===== src/rtl/arb_74138.sv =====
// Round-robin arbiter that shares one 74138 3-to-8 active-low decoder among
// eight requesters, inserting one dead cycle between successive owners.
module arb_74138 #(
  parameter int MAX_GRANT = 16
) (
  input  logic       clk_i,
  input  logic       rst_i,
  input  logic [7:0] req_i,
  input  logic       arb_en_i,
  output logic       select_a_o,
  output logic       select_b_o,
  output logic       select_c_o,
  output logic       g1_en_o,
  output logic       g2a_en_n_o,
  output logic       g2b_en_n_o,
  output logic [7:0] gnt_o,
  output logic [2:0] gnt_id_o,
  output logic       busy_o
);

  typedef enum logic [1:0] {
    ST_IDLE,
    ST_GRANT,
    ST_GAP
  } state_e;

  localparam logic [7:0] MAX_G   = 8'(MAX_GRANT);
  localparam logic [7:0] CNT_SAT = 8'hFF;

  state_e     state_q, state_d;
  logic [2:0] owner_q, owner_d;   // drives select and gnt_id together
  logic [2:0] last_q, last_d;     // round-robin pointer
  logic [7:0] cnt_q, cnt_d;
  logic [7:0] gnt_q, gnt_d;
  logic       g1_q, g1_d;
  logic       g2_n_q, g2_n_d;
  logic       busy_q, busy_d;

  logic       win_found;
  logic [2:0] win_id;
  logic [7:0] owner_onehot;
  logic [7:0] competitors;

  // Scans upward from the slot after the last owner, wrapping at 8; the
  // eighth probe lands on the last owner itself so it can win again.
  function automatic logic [3:0] pick_winner(input logic [7:0] req,
                                              input logic [2:0] last);
    logic       found;
    logic [2:0] win;
    logic [2:0] idx;
    found = 1'b0;
    win   = '0;
    idx   = '0;
    for (int i = 1; i <= 8; i++) begin
      idx = last + 3'(i);
      if (!found && req[idx]) begin
        found = 1'b1;
        win   = idx;
      end
    end
    return {found, win};
  endfunction

  assign {win_found, win_id} = pick_winner(req_i, last_q);
  assign owner_onehot        = 8'b1 << owner_q;
  assign competitors         = req_i & ~owner_onehot;

  // NOTE: every signal written here gets a default first so no path leaves
  // one unassigned, which would otherwise infer a latch.
  always_comb begin
    state_d = state_q;
    owner_d = owner_q;
    last_d  = last_q;
    cnt_d   = cnt_q;
    gnt_d   = '0;
    g1_d    = 1'b0;
    g2_n_d  = 1'b1;
    busy_d  = 1'b0;

    unique case (state_q)
      ST_IDLE, ST_GAP: begin
        // GAP is a single dead cycle, then follows the same rule as IDLE.
        if (arb_en_i && win_found) begin
          state_d = ST_GRANT;
          owner_d = win_id;
          last_d  = win_id;
          cnt_d   = 8'd1;
          gnt_d   = 8'b1 << win_id;
          g1_d    = 1'b1;
          g2_n_d  = 1'b0;
          busy_d  = 1'b1;
        end else begin
          state_d = ST_IDLE;
        end
      end

      ST_GRANT: begin
        busy_d = 1'b1;
        if (!req_i[owner_q] || (cnt_q >= MAX_G && competitors != '0)) begin
          // Enables drop with select held, giving the decoder a dead cycle.
          state_d = ST_GAP;
        end else begin
          gnt_d  = owner_onehot;
          g1_d   = 1'b1;
          g2_n_d = 1'b0;
          if (cnt_q != CNT_SAT) cnt_d = cnt_q + 8'd1;
        end
      end

      default: state_d = ST_IDLE;
    endcase
  end

  // NOTE: sequential state uses non-blocking assignments so every register
  // samples the pre-edge values regardless of statement order.
  always_ff @(posedge clk_i) begin
    if (rst_i) begin
      state_q <= ST_IDLE;
      owner_q <= '0;
      last_q  <= 3'd7;
      cnt_q   <= '0;
      gnt_q   <= '0;
      g1_q    <= 1'b0;
      g2_n_q  <= 1'b1;
      busy_q  <= 1'b0;
    end else begin
      state_q <= state_d;
      owner_q <= owner_d;
      last_q  <= last_d;
      cnt_q   <= cnt_d;
      gnt_q   <= gnt_d;
      g1_q    <= g1_d;
      g2_n_q  <= g2_n_d;
      busy_q  <= busy_d;
    end
  end

  assign select_a_o = owner_q[0];
  assign select_b_o = owner_q[1];
  assign select_c_o = owner_q[2];
  assign gnt_id_o   = owner_q;
  assign g1_en_o    = g1_q;
  assign g2a_en_n_o = g2_n_q;
  assign g2b_en_n_o = g2_n_q;
  assign gnt_o      = gnt_q;
  assign busy_o     = busy_q;

endmodule

===== config.mk =====
export PLATFORM = sky130hd
export DESIGN_NAME = arb_74138
export DESIGN_NICKNAME = d
export VERILOG_FILES = /design/src/rtl/arb_74138.sv
export SDC_FILE = /design/constraint.sdc
export NUM_CORES = 1
export LEC_CHECK = 0
export CAP_MARGIN = 20
export CORE_MARGIN = 3
export CORE_UTILIZATION = 27
export CTS_CLUSTER_DIAMETER = 40
export CTS_CLUSTER_SIZE = 30
export DETAILED_ROUTE_END_ITERATION = 6
export GPL_TIMING_DRIVEN = 1
export PLACE_DENSITY = 0.53
export REMOVE_ABC_BUFFERS = 1
export SKIP_LAST_GASP = 1
export SLEW_MARGIN = 10
export SYNTH_ARGS = -nofsm -noshare
export SYNTH_HDL_FRONTEND = slang
export SYNTH_SLANG_ARGS = --single-unit
export TNS_END_PERCENT = 50

===== constraint.sdc =====
create_clock -name clk_i -period 9.8 [get_ports clk_i]
set_input_delay 1.47 -clock clk_i [delete_from_list [all_inputs] [get_ports clk_i]]
set_output_delay 1.47 -clock clk_i [all_outputs]
set_load 0.01 [all_outputs]

Word level (Yosys, flattened, before mapping)

Cells that the tools add are included.

Add/subtract/negate cells: 8
$lt $le $gt $ge: 10
Eq/ne operators: 7
Shift operators: 2
Mux-type cells: 51
Bitwise logic cells: 2
Reductions and logical operators: 24

Operators by type and width:

| operator              | count |
|---|---|
| $mux W8               | 5 |
| $lt A3 B4 Y1 const B  | 9 |
| $pmux W8 S2           | 2 |
| $bmux W1 S3           | 9 |
| $mux W3               | 8 |
| $mux W1               | 22 |
| $shl A1 B3 Y8 const A | 2 |
| $add A3 B3 Y3 const B | 4 |
| $logic_and A1 B1 Y1   | 9 |
| $add A8 B1 Y8 const B | 1 |
| $and A8 B8 Y8         | 1 |
| $ge A8 B5 Y1 const B  | 1 |
| $logic_not A1 Y1      | 8 |
| $ne A2 B2 Y1 const B  | 4 |
| $ne A8 B8 Y1 const B  | 1 |
| $not A8 Y8            | 1 |
| $reduce_bool A8 Y1    | 1 |
| $add A3 B2 Y3 const B | 2 |
| $pmux W1 S2           | 3 |
| $pmux W2 S2           | 1 |
| $reduce_and A4 Y1     | 1 |
| $add A3 B1 Y3 const B | 1 |
| $eq A2 B1 Y1 const B  | 1 |
| $eq A2 B2 Y1 const B  | 1 |
| other kinds (6)       | 6 |

Register bits: 27
Bits of input ports: 11
Output and inout bits: 18
Word-level logic and storage cells: 112

Depth between registers and ports, before layout

Gate-level depths: netlist (run 1).

Word-level depth: 28
Gate-level depth with buffers: 14
Mapped depth without buffers: 9

Least setup slack after synthesis (run 1)

No wires, ideal clock.

Path type: input-to-reg
From: input req_i[4]
To: register gnt_q[0] (netlist: gnt_o[0])
Setup time: 92 ps
Data arrival time: 3528 ps
Required time: 9708 ps
Setup slack: 6180 ps
Cell stages on the path: 8
Buffers on the path: 1
Cell sequence: buf_2 > mux4_2 > mux2i_4 > nand3_1 > or4_4 > a21oi_2 > a211oi_2 > o32ai_1

Word-level cells in the longest chain between the ends: 27
Elaborated cells on any way between the ends: 58
Classes of those cells: shift (1); mux (37); bitwise (1); reduce/logical (19)

RTL lines:

| what                                                 | line   | source |
|---|---|---|
| from (decl)                                          | 8      | `input logic [7:0] req_i,` |
| $bmux W1 S3                                          | 56     | `if (!found && req[idx]) begin` |
| $mux W1 (not written as such)                        | 56     |  |
| $mux W1                                              | 56     |  |
| $logic_not A1 Y1                                     | 56     |  |
| $logic_and A1 B1 Y1                                  | 56     |  |
| $mux W1                                              | 56     |  |
| $logic_not A1 Y1                                     | 56     |  |
| $logic_and A1 B1 Y1                                  | 56     |  |
| [11 not listed]                                      | -      |  |
| $logic_and A1 B1 Y1                                  | 56     |  |
| $mux W1                                              | 56     |  |
| $logic_not A1 Y1                                     | 56     |  |
| $logic_and A1 B1 Y1                                  | 56     |  |
| $mux W3 or $mux W1 (tied branches)                   | 56     |  |
| $shl A1 B3 Y8 or $logic_and A1 B1 Y1 (tied branches) | 88, 83 |  |
| $mux W8                                              | 83     | `if (arb_en_i && win_found) begin` |
| $pmux W8 S2 *                                        | 80     | `unique case (state_q)` |
| to (signal assigned)                                 | 131    | `gnt_q <= gnt_d;` |
| to (decl)                                            | 34     | `logic [7:0] gnt_q, gnt_d;` |

Mark *: on every way between the ends. The rest lies on a longest branch, timed or not. The select of a mux whose other input is x is not followed.
A chain may end at the register's enable or synchronous reset.

Final worst setup path (run 1)

From: register last_q[0]
To: register cnt_q[5]

Word-level cells in the longest chain between the ends: 28
Elaborated cells on any way between the ends: 48
Classes of those cells: add/sub (7); eq/ne (1); mux (24); reduce/logical (16)

RTL lines:

| what                                 | line | source |
|---|---|---|
| from (decl)                          | 32   | `logic [2:0] last_q, last_d;` |
| from (signal assigned)               | 129  | `last_q <= last_d;` |
| $add A3 B1 Y3                        | 55   | `idx = last + 3'(i);` |
| $bmux W1 S3                          | 56   |  |
| $mux W1 (not written as such)        | 56   |  |
| $mux W1                              | 56   |  |
| $logic_not A1 Y1                     | 56   |  |
| $logic_and A1 B1 Y1                  | 56   |  |
| $mux W1                              | 56   |  |
| $logic_not A1 Y1                     | 56   |  |
| [12 not listed]                      | -    |  |
| $logic_and A1 B1 Y1                  | 56   |  |
| $mux W1                              | 56   |  |
| $logic_not A1 Y1                     | 56   |  |
| $logic_and A1 B1 Y1                  | 56   |  |
| $mux W1 *                            | 56   |  |
| $logic_and A1 B1 Y1 *                | 83   |  |
| $ne A2 B2 Y1 (no source line) *      | -    |  |
| $reduce_and A4 Y1 (no source line) * | -    |  |
| to (signal assigned)                 | 130  | `cnt_q <= cnt_d;` |
| to (decl)                            | 33   | `logic [7:0] cnt_q, cnt_d;` |

Marks and branches as above.

==> results of run 1 <==
==> Yosys cell counts, drive strengths merged (2+ instances only) <==
cell | n | share of area [%]
dfxtp | 27 | 21
buf | 22 | 7.2
mux4 | 17 | 16
a21oi | 16 | 3.3
mux2i | 16 | 7.8
nor2 | 16 | 2.4
nand2 | 13 | 2.0
inv | 11 | 1.6
mux2 | 9 | 4.0
nand3 | 8 | 1.6
o32ai | 8 | 2.8
or4 | 8 | 2.5
a31oi | 7 | 1.7
nand2b | 7 | 1.8
clkbuf | 6 | 0.89
nor3 | 6 | 1.2
o21ai | 6 | 1.3
a221oi | 4 | 1.4
ha | 4 | 2.0
o31ai | 4 | 1.2
nand4 | 3 | 0.74
nor4 | 3 | 0.74
or2 | 3 | 0.74
or3 | 3 | 0.79
a211o | 2 | 0.70
a211oi | 2 | 0.79
and2 | 2 | 0.60
nand3b | 2 | 0.60
nor2b | 2 | 0.50
o211ai | 2 | 0.60
o22a | 2 | 0.70
o31a | 2 | 0.70
o41ai | 2 | 0.70
xnor2 | 2 | 0.70
xor2 | 2 | 0.99
==> sequential cells by signal (all words and copies together) (netlist names) <==
name and flops:
last_q 3, busy_o 1, g1_en_o 1, g2a_en_n_o 1
cnt_q 8, state_q 2, gnt_o 8, gnt_id_o 3
==> worst max-delay path, cell delays in order, from the launching register on <==
cell and delay, ps:
dfxtp_1 820, inv_2 230, ha_1 1020, mux4_1 720
nor2_1 230, and2_1 210, a31o_1 360, o31a_1 550
nor4_1 140, mux2i_1 140
==> power by group through the flow <==
stage | Sequential (mW) | Combinational, mW | Clock, mW
after floorplan | 0.158 | 0.272 | 0
final | 0.157 | 0.371 | 0.0647
after global placement | 0.159 | 0.368 | 0
after detailed placement | 0.159 | 0.367 | 0
after global routing | 0.162 | 0.401 | 0.0715
after CTS | 0.157 | 0.369 | 0.0678
==> metal layers <==
| metal | up-vias | GRT usage [%] | share of wire (%) |
|---|---|---|---|
| li1 | 1038 | - | - |
| met1 | 1044 | 16.9 | 47 |
| met2 | 79 | 18.8 | 48 |
| met3 | 2 | 1.96 | 5.4 |
| met4 | 0 | 1.21 | 0.23 |
| met5 | - | 0 | 0 |
==> worst min path at each step <==
stage | slack (ps) | cells past startpoint | from | to
global route | 520 | 2 | cnt_q[6]$_SDFFE_PP0P_ | cnt_q[6]$_SDFFE_PP0P_
global placement | 470 | 2 | cnt_q[7]$_SDFFE_PP0P_ | cnt_q[7]$_SDFFE_PP0P_
CTS | 490 | 2 | cnt_q[7]$_SDFFE_PP0P_ | cnt_q[7]$_SDFFE_PP0P_
finish | 500 | 2 | cnt_q[7]$_SDFFE_PP0P_ | cnt_q[7]$_SDFFE_PP0P_
detailed placement | 480 | 2 | cnt_q[7]$_SDFFE_PP0P_ | cnt_q[7]$_SDFFE_PP0P_
floorplan | 450 | 2 | cnt_q[7]$_SDFFE_PP0P_ | cnt_q[7]$_SDFFE_PP0P_
==> area by class of cell <==
type | count | area share, %
multi-input cells | 197 | 62.4
flip-flops and latches | 27 | 19.4
repair buffers | 28 | 10.1
well taps | 108 | 4.85
clock buffers | 3 | 1.48
inverters | 11 | 1.48
clock inverters | 1 | 0.270
==> cells by family (layout without fill, tap and decap cells) <==
| logic type | after synthesis | count (layout) | synth area share [%] |
|---|---|---|---|
| and+or+nand+nor | 80 | 80 | 17.8 |
| buffers and inverters | 39 | 43 | 9.78 |
| muxes | 42 | 42 | 27.5 |
| xor gates and xnor gates | 4 | 4 | 1.69 |
| AOI/OAI and AO/OA | 67 | 67 | 19.8 |
| DFF | 27 | 27 | 21.4 |
| adders and majority gates | 4 | 4 | 1.99 |
==> stage by stage <==
stage / setup WS [ps] / area (µm²) / cells
after floorplan: 5930 / 2310 / 235
after global placement: 5180 / 2730 / 371
after detailed placement: 5210 / 2730 / 371
after CTS: 5210 / 2780 / 375
after global routing: 4810 / 2780 / 375
final: 5250 / 2780 / 375
==> flow_metrics.py, run 1 <==
metrics = {
    "run_status": {
        "status": "completed",
    },
    "cts": {
        "cts_setup_buffers": 0,
        "cts_resized": 0,
        "cts_max_level": 1,
        "path_clk_slew_ps": 100,
        "cts_tree": "yes",
        "root_buffer": "clkbuf_8",
        "numClockSinks": 27,
        "cts-buffers-inserted": 3,
        "hold_buffers": 0,
        "cts_max_path_buffers": 2,
        "clk_latency_ps": 270,
    },
    "timing": {
        "slew_headroom_pct": 34.1,
        "setup_viol": 0,
        "fin_skew_ps": 5.65,
        "max_freq_mhz": 220,
        "min_period_ps": 4550,
        "hold_viol": 0,
        "setup_tns_ps": 0,
        "tightest_slew_ps": 988,
        "rsz0062_at_grt": "false",
        "fin_crit_sh_pct": 46.5,
        "slew_violations": 0,
        "holdWs_ps": 496,
    },
    "critical_path": {
        "start_kind": "flip-flop",
        "worstPathMaxFanout": 25,
        "crit_start": "last_q[0]$_SDFFE_PP1P_",
        "critPathKind": "flip-flop to flip-flop",
        "rr_startpoint": "last_q[0]$_SDFFE_PP1P_",
        "endpoint": "cnt_q[5]$_SDFFE_PP0P_",
        "rrSetupSlack_ps": 5250,
        "cp.arrival_ps": 4710,
        "endpoint_kind": "flip-flop",
        "cp.required_ps": 9960,
        "r2r-end": "cnt_q[5]$_SDFFE_PP0P_",
        "worstRegToRegCells": 9,
    },
    "pwr": {
        "p_sw_share_pct": 43.6,
        "clock_power_share_pct": 10.9,
        "seqPwrFrac_pct": 26.5,
        "combPwrFrac_pct": 62.6,
        "leakagePower_nw": 0.889,
        "p_int_mw": 0.334,
        "peakVddDrop_mv": 0.0635,
        "power.total_mw": 0.592,
        "power_density_mw_per_mm2": 213,
        "p_switching_mw": 0.258,
    },
    "grt": {
        "grt_pass1_wl_um": 10100,
        "grt_pass1_vias": 1976,
        "grt_start_max_net_pins": 26,
        "grt_usage_pct": 11.7,
        "grt_overflow": 0,
        "grt_antenna_before_repair": 0,
    },
    "floorplan": {
        "die-area_mm2": 0.0105,
        "die_y_um": 103,
        "start_util_pct": 28.3,
        "num_rows": 34,
        "die_x_um": 103,
        "io_pins": 29,
        "core_mm2": 0.00889,
    },
    "route": {
        "wl_per_cell_um": 16.2,
        "drcViolationCount": 0,
        "drt_iter0_markers": 172,
        "vias_per_cell": 5.77,
        "dr.pass1.iters": 4,
        "wl_um": 6060,
        "vias": 2163,
        "final_antenna_net_count": 0,
    },
    "synthesis": {
        "synthArstFlopShare_pct": 0,
        "ys.flop_type": "dfxtp_1",
        "synth_cells": 263,
        "ys.warnings.count": 0,
        "synthesis.area_mm2": 0.00252,
        "ys_ff_latch": 27,
        "synth_edf_count": 0,
        "synth.avg_cell_area_um2": 9.58,
        "synthDistinctLibCells": 68,
        "synth_seq_area_share_pct": 21.4,
    },
    "run": {
        "drv_cap": 0,
    },
    "placed_design": {
        "place.gp.congestion": 0.861,
        "place.port_buffers": 28,
        "dp_hpwl_um": 4440,
    },
    "cells_and_area": {
        "n_antenna_cell": 0,
        "final_cell_mix": "clkdlybuf4s50_1 (28), dfxtp_1 (27), nor2_1 (16), a21oi_1 (15), mux4_2 (14)",
        "fin_nets": 283,
        "ff_latch_area_um2": 541,
        "layout_commonest_cell": "clkdlybuf4s50_1",
        "area_growth_syn_to_layout_pct": 10.5,
        "layout-drive-gt1-share_pct": 16.5,
        "multiInputGateArea_mm2": 0.00174,
        "num-fill-cells": 901,
        "post-route-util_pct": 31.3,
    },
    "hold_path": {
        "hold_path_class": "flip-flop to flip-flop",
    },
}
No activity file was read; power rests on OpenSTA's default activity.
==> inputs of run 2 (changes only) <==
==> constraint.sdc (replaced) <==
create_clock -name clk_i -period 4.29 [get_ports clk_i]
set_input_delay 0.6435 -clock clk_i [delete_from_list [all_inputs] [get_ports clk_i]]
set_output_delay 0.6435 -clock clk_i [all_outputs]
set_load 0.01 [all_outputs]
==> run 2 against run 1 <==
  * Sequential cell count stayed put
  * Clock skew is 1.0 ps higher
  * Sequential share of layout area is 0.28 points lower
  * Combinational power is 140% higher
  * Critical path depth is 1 lower
  * Setup slack worse by 4400 ps
  * Die area stayed put
  * Critical path type is now input port to flip-flop
  * Highest routed layer unchanged
==> flow_metrics.py, run 2 (synthesized netlist as in run 1, its figures left out) <==
metrics = {
    "timing": {
        "fin_ws_ps": 856,
        "slew_headroom_pct": 58.3,
        "tightest_slew_ps": 624,
        "min_period_ps": 3430,
        "fin_crit_sh_pct": 80.1,
        "holdWs_ps": 494,
        "fin_skew_ps": 6.69,
        "slew_violations": 0,
        "setup_viol": 0,
        "max_freq_mhz": 291,
        "setup_tns_ps": 0,
        "hold_viol": 0,
        "rsz0062_at_grt": "false",
    },
    "pwr": {
        "power_density_mw_per_mm2": 485,
        "p_int_mw": 0.780,
        "p_sw_share_pct": 43.1,
        "seqPwrFrac_pct": 24.3,
        "leakagePower_nw": 0.922,
        "clock_power_share_pct": 10.3,
        "combPwrFrac_pct": 65.4,
        "power.total_mw": 1.37,
        "p_switching_mw": 0.591,
        "peakVddDrop_mv": 0.164,
    },
    "floorplan": {
        "core_mm2": 0.00889,
        "io_pins": 29,
        "die-area_mm2": 0.0105,
        "num_rows": 34,
        "start_util_pct": 28.3,
        "die_y_um": 103,
        "die_x_um": 103,
    },
    "cts": {
        "cts_max_level": 1,
        "numClockSinks": 27,
        "path_clk_slew_ps": 90,
        "root_buffer": "clkbuf_8",
        "cts_tree": "yes",
        "clk_latency_ps": 270,
        "cts_max_path_buffers": 2,
        "hold_buffers": 0,
        "cts-buffers-inserted": 3,
        "cts_setup_buffers": 0,
        "cts_resized": 0,
    },
    "cells_and_area": {
        "layout_commonest_cell": "clkdlybuf4s50_1",
        "fin_nets": 290,
        "layout-drive-gt1-share_pct": 17.9,
        "area_growth_syn_to_layout_pct": 12.1,
        "num-fill-cells": 918,
        "post-route-util_pct": 31.8,
        "final_cell_mix": "clkdlybuf4s50_1 (28), dfxtp_1 (27), nor2_1 (16), a21oi_1 (15), mux4_2 (14)",
        "n_antenna_cell": 0,
    },
    "placed_design": {
        "place.port_buffers": 28,
        "place.gp.congestion": 0.822,
        "place_ws_ps": 598,
        "dp_hpwl_um": 4670,
    },
    "route": {
        "wl_um": 6260,
        "vias": 2156,
        "dr.pass1.iters": 4,
        "wl_per_cell_um": 16.4,
        "drcViolationCount": 0,
        "vias_per_cell": 5.64,
        "drt_iter0_markers": 129,
        "final_antenna_net_count": 0,
    },
    "critical_path": {
        "endpoint_kind": "flip-flop",
        "cp.required_ps": 4450,
        "slowest_stage": "clkdlybuf4s50_1",
        "critPathKind": "input port to flip-flop",
        "worstPathMaxFanout": 12,
        "crit_chain": "clkdlybuf4s50_1, mux4_2, mux2i_4, nand3_1, or4_4, a21oi_2, a211oi_2, o32ai_1",
        "start_kind": "input port",
        "cp.arrival_ps": 3600,
        "slowest_delay_ps": 670,
    },
    "grt": {
        "grt_usage_pct": 12.1,
        "grt_pass1_vias": 2082,
        "grt_pass1_wl_um": 10400,
        "grt_antenna_before_repair": 0,
        "grt_overflow": 0,
        "grt_start_max_net_pins": 24,
    },
    "hold_path": {
        "hold_path_class": "flip-flop to flip-flop",
    },
    "run_status": {
        "status": "completed",
    },
    "run": {
        "drv_cap": 0,
    },
}
[run 2: cell type report]
type | instances | area, µm² | share of cell area (%)
clock buffer | 4 | 45.0 | 1.59
inverter | 11 | 41.3 | 1.46
multi-input combinational | 197 | 1730 | 61.3
sequential | 27 | 541 | 19.1
tap | 108 | 135 | 4.78
timing repair buffer | 35 | 330 | 11.7
[run 2: path summary, 6_finish.rpt]
path | start | end | slack, ps | depth (start not counted)
worst min register to register | cnt_q[6]$_SDFFE_PP0P_ | cnt_q[6]$_SDFFE_PP0P_ | 490 | 2
worst max register to register | last_q[1]$_SDFFE_PP1P_ | gnt_o[0]$_SDFF_PP0_ | 1060 | 9
worst min-delay path | cnt_q[6]$_SDFFE_PP0P_ | cnt_q[6]$_SDFFE_PP0P_ | 490 | 2
worst max-delay path | req_i[2] | gnt_o[0]$_SDFF_PP0_ | 860 | 8
[run 2: critical path: cells and delay by family]
kind	cells	cell delay [ps]
buffers and inverters	1	670
AO/OA/AOI/OAI	3	620
AND/OR/NAND/NOR	2	740
multiplexers	2	920
[run 2: power groups by stage]
stage | clock network, mW | registers (mW) | logic, mW
floorplan | 0 | 0.361 | 0.621
global placement | 0 | 0.339 | 0.895
detailed placement | 0 | 0.340 | 0.893
CTS | 0.149 | 0.334 | 0.896
global route | 0.157 | 0.341 | 0.986
finish | 0.142 | 0.333 | 0.896
[run 2: routing by layer]
layer	vias up	wire length (µm)	GRT usage (%)	share of wire, %
met5	-	0	0	0
met4	0	97	2.52	1.5
met3	12	298	2.71	4.8
met2	47	3030	20.4	48
met1	1054	2830	16.0	45
li1	1043	-	-	-
[run 2: through the flow]
step | instance area [µm²] | std cells
6_report | 2830 | 382
2_1_floorplan | 2310 | 235
4_1_cts | 2820 | 381
3_3_place_gp | 2780 | 377
5_1_grt | 2830 | 382
3_5_place_dp | 2780 | 377
